$ cat src/rtl/cond_logic_pkg.sv
// cond_logic_pkg: shared definitions for the condition/flag stage.
//   - cond_e     : ARM condition-field encodings (Instr[31:28])
//   - FLAG_*     : bit positions of N, Z, C, V inside the {N,Z,C,V} vector
//   - FLAGW_*    : bit positions inside the decoder's FlagW field
package cond_logic_pkg;

  typedef enum logic [3:0] {
    COND_EQ = 4'b0000,
    COND_NE = 4'b0001,
    COND_CS = 4'b0010,
    COND_CC = 4'b0011,
    COND_MI = 4'b0100,
    COND_PL = 4'b0101,
    COND_VS = 4'b0110,
    COND_VC = 4'b0111,
    COND_HI = 4'b1000,
    COND_LS = 4'b1001,
    COND_GE = 4'b1010,
    COND_LT = 4'b1011,
    COND_GT = 4'b1100,
    COND_LE = 4'b1101,
    COND_AL = 4'b1110,
    COND_NV = 4'b1111
  } cond_e;

  localparam int FLAG_N = 3;
  localparam int FLAG_Z = 2;
  localparam int FLAG_C = 1;
  localparam int FLAG_V = 0;

  // FlagW[1] covers N,Z (flags[3:2]); FlagW[0] covers C,V (flags[1:0]).
  localparam int FLAGW_NZ = 1;
  localparam int FLAGW_CV = 0;

endpackage

$ cat src/rtl/cond_logic_cond_check.sv
// cond_check: pure combinational condition evaluator.
// Ports:
//   cond    in  4  instruction condition field
//   flags   in  4  {N,Z,C,V} to test against
//   cond_ex out 1  1 when the condition holds
module cond_check
  import cond_logic_pkg::*;
(
  input  logic [3:0] cond,
  input  logic [3:0] flags,
  output logic       cond_ex
);

  logic n, z, c, v;

  assign n = flags[FLAG_N];
  assign z = flags[FLAG_Z];
  assign c = flags[FLAG_C];
  assign v = flags[FLAG_V];

  always_comb begin
    cond_ex = 1'b0;
    case (cond_e'(cond))
      COND_EQ: cond_ex = z;
      COND_NE: cond_ex = ~z;
      COND_CS: cond_ex = c;
      COND_CC: cond_ex = ~c;
      COND_MI: cond_ex = n;
      COND_PL: cond_ex = ~n;
      COND_VS: cond_ex = v;
      COND_VC: cond_ex = ~v;
      COND_HI: cond_ex = c & ~z;
      COND_LS: cond_ex = ~c | z;
      COND_GE: cond_ex = (n == v);
      COND_LT: cond_ex = (n != v);
      COND_GT: cond_ex = ~z & (n == v);
      COND_LE: cond_ex = z | (n != v);
      COND_AL: cond_ex = 1'b1;
      COND_NV: cond_ex = 1'b0;
      default: cond_ex = 1'b0;
    endcase
  end

endmodule

$ cat src/rtl/cond_logic.sv
// cond_logic: condition/flag stage behind the ALU of a single-cycle ARM
// datapath. Holds the architectural flags, gates the decoder's write
// enables with the condition result, saves/restores flags around
// exceptions and counts condition-failed instructions (saturating).
// Ports:
//   clk, reset (async, active-low)
//   en                         instruction advance (0 = stall)
//   Cond, ALUFlags, FlagW      condition field, ALU flags, flag write mask
//   PCS, RegW, MemW, NoWrite   decoder write requests
//   exc_entry, exc_return      exception entry / return
//   CondEx                     condition passed (combinational)
//   PCSrc, RegWrite, MemWrite  gated write enables (combinational)
//   Flags, SavedFlags          registered flags / flags saved at entry
//   cond_fail_cnt              saturating condition-failed count
module cond_logic
  import cond_logic_pkg::*;
#(
  parameter int CNT_W = 16
) (
  input  logic             clk,
  input  logic             reset,
  input  logic             en,
  input  logic [3:0]       Cond,
  input  logic [3:0]       ALUFlags,
  input  logic [1:0]       FlagW,
  input  logic             PCS,
  input  logic             RegW,
  input  logic             MemW,
  input  logic             NoWrite,
  input  logic             exc_entry,
  input  logic             exc_return,
  output logic             CondEx,
  output logic             PCSrc,
  output logic             RegWrite,
  output logic             MemWrite,
  output logic [3:0]       Flags,
  output logic [3:0]       SavedFlags,
  output logic [CNT_W-1:0] cond_fail_cnt
);

  logic [3:0]       flags_reg, flags_next;
  logic [3:0]       saved_reg;
  logic [CNT_W-1:0] cnt_reg;
  logic             exc_any;
  logic             go;
  logic             save;
  logic             restore;
  logic             count;

  // Condition is tested against the registered flags, so a flag-setting
  // instruction only affects the following instruction.
  cond_check u_cond_check (
    .cond    (Cond),
    .flags   (flags_reg),
    .cond_ex (CondEx)
  );

  assign exc_any = exc_entry | exc_return;
  assign go      = en & CondEx & ~exc_any;
  // Entry wins over return when both are raised.
  assign save    = en & exc_entry;
  assign restore = en & exc_return & ~exc_entry;
  assign count   = en & ~exc_any & ~CondEx;

  assign PCSrc    = PCS & go;
  assign RegWrite = RegW & ~NoWrite & go;
  assign MemWrite = MemW & go;

  // Each FlagW bit owns one two-bit slice of the flag register.
  for (genvar gi = 0; gi < 2; gi++) begin : g_flag_slice
    assign flags_next[2*gi+1:2*gi] =
      restore              ? saved_reg[2*gi+1:2*gi] :
      (go && FlagW[gi])    ? ALUFlags[2*gi+1:2*gi]  :
                             flags_reg[2*gi+1:2*gi];
  end

  always_ff @(posedge clk or negedge reset) begin
    if (!reset) begin
      flags_reg <= 4'b0000;
      saved_reg <= 4'b0000;
      cnt_reg   <= '0;
    end else begin
      flags_reg <= flags_next;
      if (save)
        saved_reg <= flags_reg;
      if (count && (cnt_reg != {CNT_W{1'b1}}))
        cnt_reg <= cnt_reg + CNT_W'(1);
    end
  end

  assign Flags         = flags_reg;
  assign SavedFlags    = saved_reg;
  assign cond_fail_cnt = cnt_reg;

endmodule

$ cat config.mk
export PLATFORM = sky130hd
export DESIGN_NAME = cond_logic
export DESIGN_NICKNAME = d
export VERILOG_FILES = /design/src/rtl/cond_logic_pkg.sv /design/src/rtl/cond_logic_cond_check.sv /design/src/rtl/cond_logic.sv
export SDC_FILE = /design/constraint.sdc
export NUM_CORES = 1
export LEC_CHECK = 0
export BUFFER_PORTS_ARGS = -buffer_cell sky130_fd_sc_hd__buf_2
export CAP_MARGIN = 5
export CELL_PAD_IN_SITES_DETAIL_PLACEMENT = 0
export CELL_PAD_IN_SITES_GLOBAL_PLACEMENT = 1
export CORE_UTILIZATION = 42
export CTS_BUF_LIST = sky130_fd_sc_hd__clkbuf_8
export DETAILED_ROUTE_END_ITERATION = 16
export GPL_ROUTABILITY_DRIVEN = 0
export GPL_TIMING_DRIVEN = 1
export PLACE_DENSITY_LB_ADDON = 0.1
export SLEW_MARGIN = 5
export SYNTH_ARGS = -nofsm -noshare
export SYNTH_HDL_FRONTEND = slang
export SYNTH_SLANG_ARGS = --single-unit
$ cat constraint.sdc
create_clock -name clk -period 4.5 [get_ports clk]
set_input_delay 0 -clock clk [delete_from_list [all_inputs] [get_ports clk]]
set_output_delay 0 -clock clk [all_outputs]
set_load 0.005 [all_outputs]
Word level (Yosys, flattened, before mapping)
Cells that the tools add are included.
Word-level totals
  register bits after elaboration: 24
  input bits: 19
  word-level logic and storage cells: 58
Operators by class
  add/sub/neg operators: 1
  eq/ne operators: 18
  muxes and demuxes: 5
  bitwise gates (word level): 24
  reductions and logical operators: 6
Operator list (number)
  $eq 4x4->1 const B: 8
  $add 16x1->16 const B: 1
  $eq 4x3->1 const B: 4
  $ne 16x16->1 const B: 1
  $pmux 1 s16: 1
  $and 1x1->1: 13
  $eq 4x2->1 const B: 2
  $mux 2: 4
  $not 1->1: 8
  $eq 4x1->1 const B: 1
  $logic_not 4->1: 1
  $reduce_bool 2->1: 2
  $logic_and 1x1->1: 3
  $or 1x1->1: 3
  $eq 1x1->1: 1
  $ne 1x1->1: 1

Longest topological paths before layout
  word-level depth: 8
  gate-level depth with buffers: 9
  gate-level depth less buffers: 8

Modules after synthesis
From an unflattened synthesis, not the netlist that was laid out.
Unflattened totals
  cells, all modules: 127
  area, all modules: 1325.0 µm²
Modules (own cells, without submodules)
  cond_logic: times used 1, cells each 104, area each 1169.9 µm², seq. area each 600.6 µm²
  cond_check: times used 1, cells each 23, area each 155.1 µm², seq. area each 0.0 µm²

Worst setup path before layout
OpenSTA, ideal clock, no wires.
  path kind: flip-flop to flip-flop
  start point: register flags_reg[1], in the netlist Flags[1]
  end point: register flags_reg[0], in the netlist Flags[0]
  arrival: 1.875 ns
  slack: 2.493 ns
  cell stages (with the launch flop): 8
  buffers on the path: 0
  clock period less this slack: 2.007 ns
  cell sequence: dfrtp_1 > nor3b_1 > o311ai_2 > a31oi_1 > or4_4 > and3_4 > mux2i_1 > a21oi_1
On the way
  word-level cells in the longest chain between the ends: 7
RTL lines
  start: declaration: line cond_logic.sv:41  | logic [3:0] flags_reg, flags_next;
  start signal: assignment: line cond_logic.sv:83  | flags_reg <= flags_next;
  $not 1->1: line cond_logic_cond_check.sv:27, cond_logic_cond_check.sv:33
  $or 1x1->1: line cond_logic_cond_check.sv:33  | COND_LS: cond_ex = ~c | z;
  $pmux 1 s16 (*): line cond_logic_cond_check.sv:23  | case (cond_e'(cond))
  $and 1x1->1 (*) (2 in series): line cond_logic.sv:59  | assign go = en & CondEx & ~exc_any;
  $logic_and 1x1->1 (*): line cond_logic.sv:73  | (go && FlagW[gi]) ? ALUFlags[2*gi+1:2*gi] :
  $reduce_bool 2->1 (no source line) (*)
Every way passes the cells marked *; elsewhere a longest branch is shown, timed or not.
A chain may end at the register's enable or synchronous reset.

Worst setup path in the final report
  start point: register flags_reg[0], in the netlist Flags[0]
  end point: register cnt_reg[1], in the netlist cond_fail_cnt[1]
On the way
  word-level cells in the longest chain between the ends: 6
RTL lines
  $ne 1x1->1 / $eq 1x1->1 (equally long branches)
  $or 1x1->1 / $and 1x1->1 (equally long branches): line cond_logic_cond_check.sv:37, cond_logic_cond_check.sv:36
  $pmux 1 s16 (*): line cond_logic_cond_check.sv:23
  $not 1->1 (*): line cond_logic.sv:63  | assign count = en & ~exc_any & ~CondEx;
  $and 1x1->1 (*): line cond_logic.sv:63
  $logic_and 1x1->1 (*): line cond_logic.sv:86  | if (count && (cnt_reg != {CNT_W{1'b1}}))
  end signal: assignment: line cond_logic.sv:87  | cnt_reg <= cnt_reg + CNT_W'(1);
  end: declaration: line cond_logic.sv:43  | logic [CNT_W-1:0] cnt_reg;
Marked as above.

==> summary.log <==
[sta] maximum clock skew at final layout 1.75 ps
[critical_path] Reg2Reg Capture Point cond_fail_cnt[1]
[detailed_routing] top routing layer used met4
[floorplan] die outline area 0.00365 mm²
[critical_path] Worst Setup Start Kind flop
[global_route] initial antenna violation count 0
[sta] number of pins exceeding their max-slew limit in the final report 0
[detailed_routing] post-route met1 wirelength 1550 µm
[floorplan] standard-cell rows 20
[cells_and_area] Layout area overhead 22.1%
[global_route] vias in the first global route 1153
[critical_path] Critical Path Source Flags[0]
[critical_path] worst reg-to-reg setup slack 2200 ps
[sta] min cycle time layout 2300 ps
[sta] hold violation count in the final report 0
[synth] count of yosys warnings during synthesis 0
[placement] total of buffers placed on input and output ports 46
[sta] final count of negative-setup-slack endpoints 0
[synth] number of register bits inferred by synthesis 24
[synth] Synth Area in Simple Gates 26.6%
[sta] post-route worst setup slack 2200 ps
[clock_network] total number of clock tree sinks 24
[synth] count of flip-flops with a built-in enable after synthesis 0
[min_path] type of the tightest min-delay check input pin to flop
[sta] unrepaired setup endpoints after global routing false
[outcome] outcome completed
[critical_path] CP required 4660 ps
[synth] Cells after Synth 144
[cells_and_area] final core utilization 55.4%
[detailed_routing] antenna-violating nets left 0
[floorplan] Die Height 60.4 µm
[sta] Slew Limit Headroom 50.8%
[clock_network] post-CTS clock slew at the launch and capture registers of the worst setup and hold paths 90 ps
[critical_path] critical path class flop to flop
[placement] HPWL after DPL 2360 µm
[floorplan] Initial Util 45.4%
[cells_and_area] ANT cells 0
[clock_network] Worst-Skew Late Latency 270 ps
[detailed_routing] DRC violations left 0
[clock_network] TritonCTS clock tree done
[synth] mean instance size in the synthesized netlist 9.94 µm²
[synth] main combinational cell family by area after synthesis simple AND/OR/NAND/NOR gates
[sta] max frequency 435 MHz
[power_and_ir_drop] relative contribution of combinational cells to total power 25.9%
[global_route] overall fraction of global-route tracks in use 19.1%
[cells_and_area] final standard cell count with taps included and fillers excluded 231
[cells_and_area] Layout Cell Area excl Fill 0.00175 mm²
[power_and_ir_drop] proportion of power drawn by flip-flops and latches 45.1%
[power_and_ir_drop] PwrDens 375 mW/mm²
[power_and_ir_drop] total power consumption of the routed design 0.655 mW
[critical_path] sort of element at the end of the critical path flop
[cells_and_area] fill cell instance count of the final layout 308
[placement] cell area after placement 0.00167 mm²
[detailed_routing] Routed met2 length 1400 µm
[detailed_routing] router iterations before antenna repair 4
[clock_network] number of buffers added by the clock tree synthesis step 3
[clock_network] Clock Path Buffers 2
[critical_path] Setup crit end cond_fail_cnt[1]
[synth] adder-cell share of the synthesized area 0.874%
[floorplan] Die Width 60.4 µm
[sta] Tcrit/Tclk final 51.0%
[placement] Placed Instances 226
[power_and_ir_drop] Net Sw Frac 30.3%
[cells_and_area] fraction of layout cells with a size suffix above 1 32.6%
[synth] share of cell area taken by muxes after synthesis 6.03%
[power_and_ir_drop] switching component of the power 0.198 mW
[clock_network] CTS HTree Levels 1
[power_and_ir_drop] peak supply drop 0.240 mV
[floorplan] core area 0.00315 mm²
[sta] hold slack 19.3 ps
[detailed_routing] drt initial violations 58
[critical_path] depth of the worst register-to-register path 6
[clock_network] clock root buffer master clkbuf_8
[detailed_routing] Total Wirelength 3160 µm
[synth] library cells used by synthesis 45
[detailed_routing] detailed-route vias per instance 5.38
[critical_path] Worst Path Arrival 2460 ps
[sta] Setup Total Neg Slack 0 ps
[synth] Compound-Gate Fraction of Synth Area 9.88%
[synth] post-synth net total 164
[power_and_ir_drop] internal power 0.457 mW
[synth] asr flop ratio synth 100%
[global_route] total gr overflow 0
[global_route] wire length of the first global-routing pass 5220 µm
[placement] placement-stage worst setup slack 2200 ps
[synth] area share of xor/xnor cells in the synthesized design 10.4%
[critical_path] worst reg2reg startpoint Flags[0]
[critical_path] maximum fanout encountered on the critical timing path 12
[synth] Primary FF master, synth dfrtp_1
[global_route] largest net degree at the start of global routing 25
[floorplan] I/O pin cnt 47
[synth] sequential area share after synthesis 42.0%
[power_and_ir_drop] Pleak 0.828 nW
[cells_and_area] final-stage net count 208
[detailed_routing] met3 wire len 185 µm
[power_and_ir_drop] clock network fraction of design power 29.0%
[detailed_routing] average wire per standard cell 13.7 µm
[detailed_routing] via count 1243
[synth] post-synthesis cell area 0.00143 mm²
[job] max-cap violations 0
[sta] transition time at the pin with the least slew margin 737 ps
==> cells in the mapped netlist, types with 5 or more instances <==
cell type  instances  area [µm²]
and3_1             7        43.8
dfrtp_1           24         601
mux2_2             5        56.3
nand2_1            8        30.0
nand3_1           10        50.1
nand4_1            6        37.5
nor2_1             9        33.8
nor2b_1            5        31.3
xnor2_1           14         123
==> power groups by stage <==
stage / combinational [mW] / clock, mW / sequential (mW)
final: 0.170 / 0.190 / 0.296
after CTS: 0.170 / 0.194 / 0.296
after detailed placement: 0.169 / 0 / 0.299
after global routing: 0.189 / 0.200 / 0.302
after floorplan: 0.108 / 0 / 0.291
after global placement: 0.168 / 0 / 0.297
==> cell type report <==
cell class / instances / area [µm²] / area share (%)
multi-input cells: 109 / 769 / 44.0
flip-flops and latches: 24 / 601 / 34.4
repair buffers: 47 / 240 / 13.7
well taps: 44 / 55.1 / 3.15
clock buffers: 3 / 41.3 / 2.36
clock inverters: 1 / 30.0 / 1.72
inverters: 3 / 11.3 / 0.644
==> flip-flops by register name (all words and copies together), names as in the netlist <==
signal	cells
cond_fail_cnt	16
Flags	4
SavedFlags	4
==> cell families (layout without fill, tap and decap cells) <==
group | Yosys count | in the layout
multiplexers | 8 | 8
AND/OR/NAND/NOR | 65 | 65
adder cells (fa/ha/maj) | 1 | 1
buffers and inverters | 11 | 54
XOR/XNOR | 17 | 17
AO/OA/AOI/OAI | 18 | 18
flip-flops | 24 | 24
==> placed cells by master, fill, tap and decap left out, types with 2 or more instances in the layout <==
| master | n |
|---|---|
| nor2b_1 | 5 |
| a21oi_1 | 3 |
| and3_1 | 7 |
| nand2_1 | 8 |
| nand2b_1 | 2 |
| mux2_2 | 5 |
| dfrtp_1 | 24 |
| nand3_1 | 10 |
| nor2_1 | 9 |
| nor4_1 | 3 |
| xor2_1 | 3 |
| clkbuf_8 | 3 |
| nand4_1 | 6 |
| and4_1 | 2 |
| nor3b_1 | 2 |
| o21ai_0 | 3 |
| mux2i_1 | 3 |
| buf_2 | 46 |
| xnor2_1 | 14 |
| nor3_1 | 2 |
| inv_1 | 3 |
==> repair_timing <==
action	4_1_cts	5_1_grt
endpoints found under the setup margin	0	0
hold buffers	1	0
endpoints found under the hold margin	24	0
gates resized for setup	0	0
setup buffers	0	0
==> critical path, cell delays in order, from the launching register on <==
cell and delay, ps:
dfrtp_1 500, xor2_1 190, a21boi_0 250, o221ai_2 160
nor4_1 280, o211a_1 430, mux2_2 380
==> routing by layer <==
layer,vias up,GRT usage (%)
met3,2,2.99
met1,588,28.9
li1,606,-
met4,0,5.98
met5,-,0
met2,47,27.8
==> worst min path at each step <==
stage	start	to	slack [ps]	cells after the start
detailed placement	reset	cond_fail_cnt[13]	30	1
CTS	ALUFlags[3]	Flags[3]	20	3
finish	ALUFlags[3]	Flags[3]	20	3
global route	ALUFlags[3]	Flags[3]	40	3
floorplan	reset	Flags[0]	-300	0
global placement	reset	cond_fail_cnt[12]	20	1
Note: power is estimated with default switching activity, not from simulation.
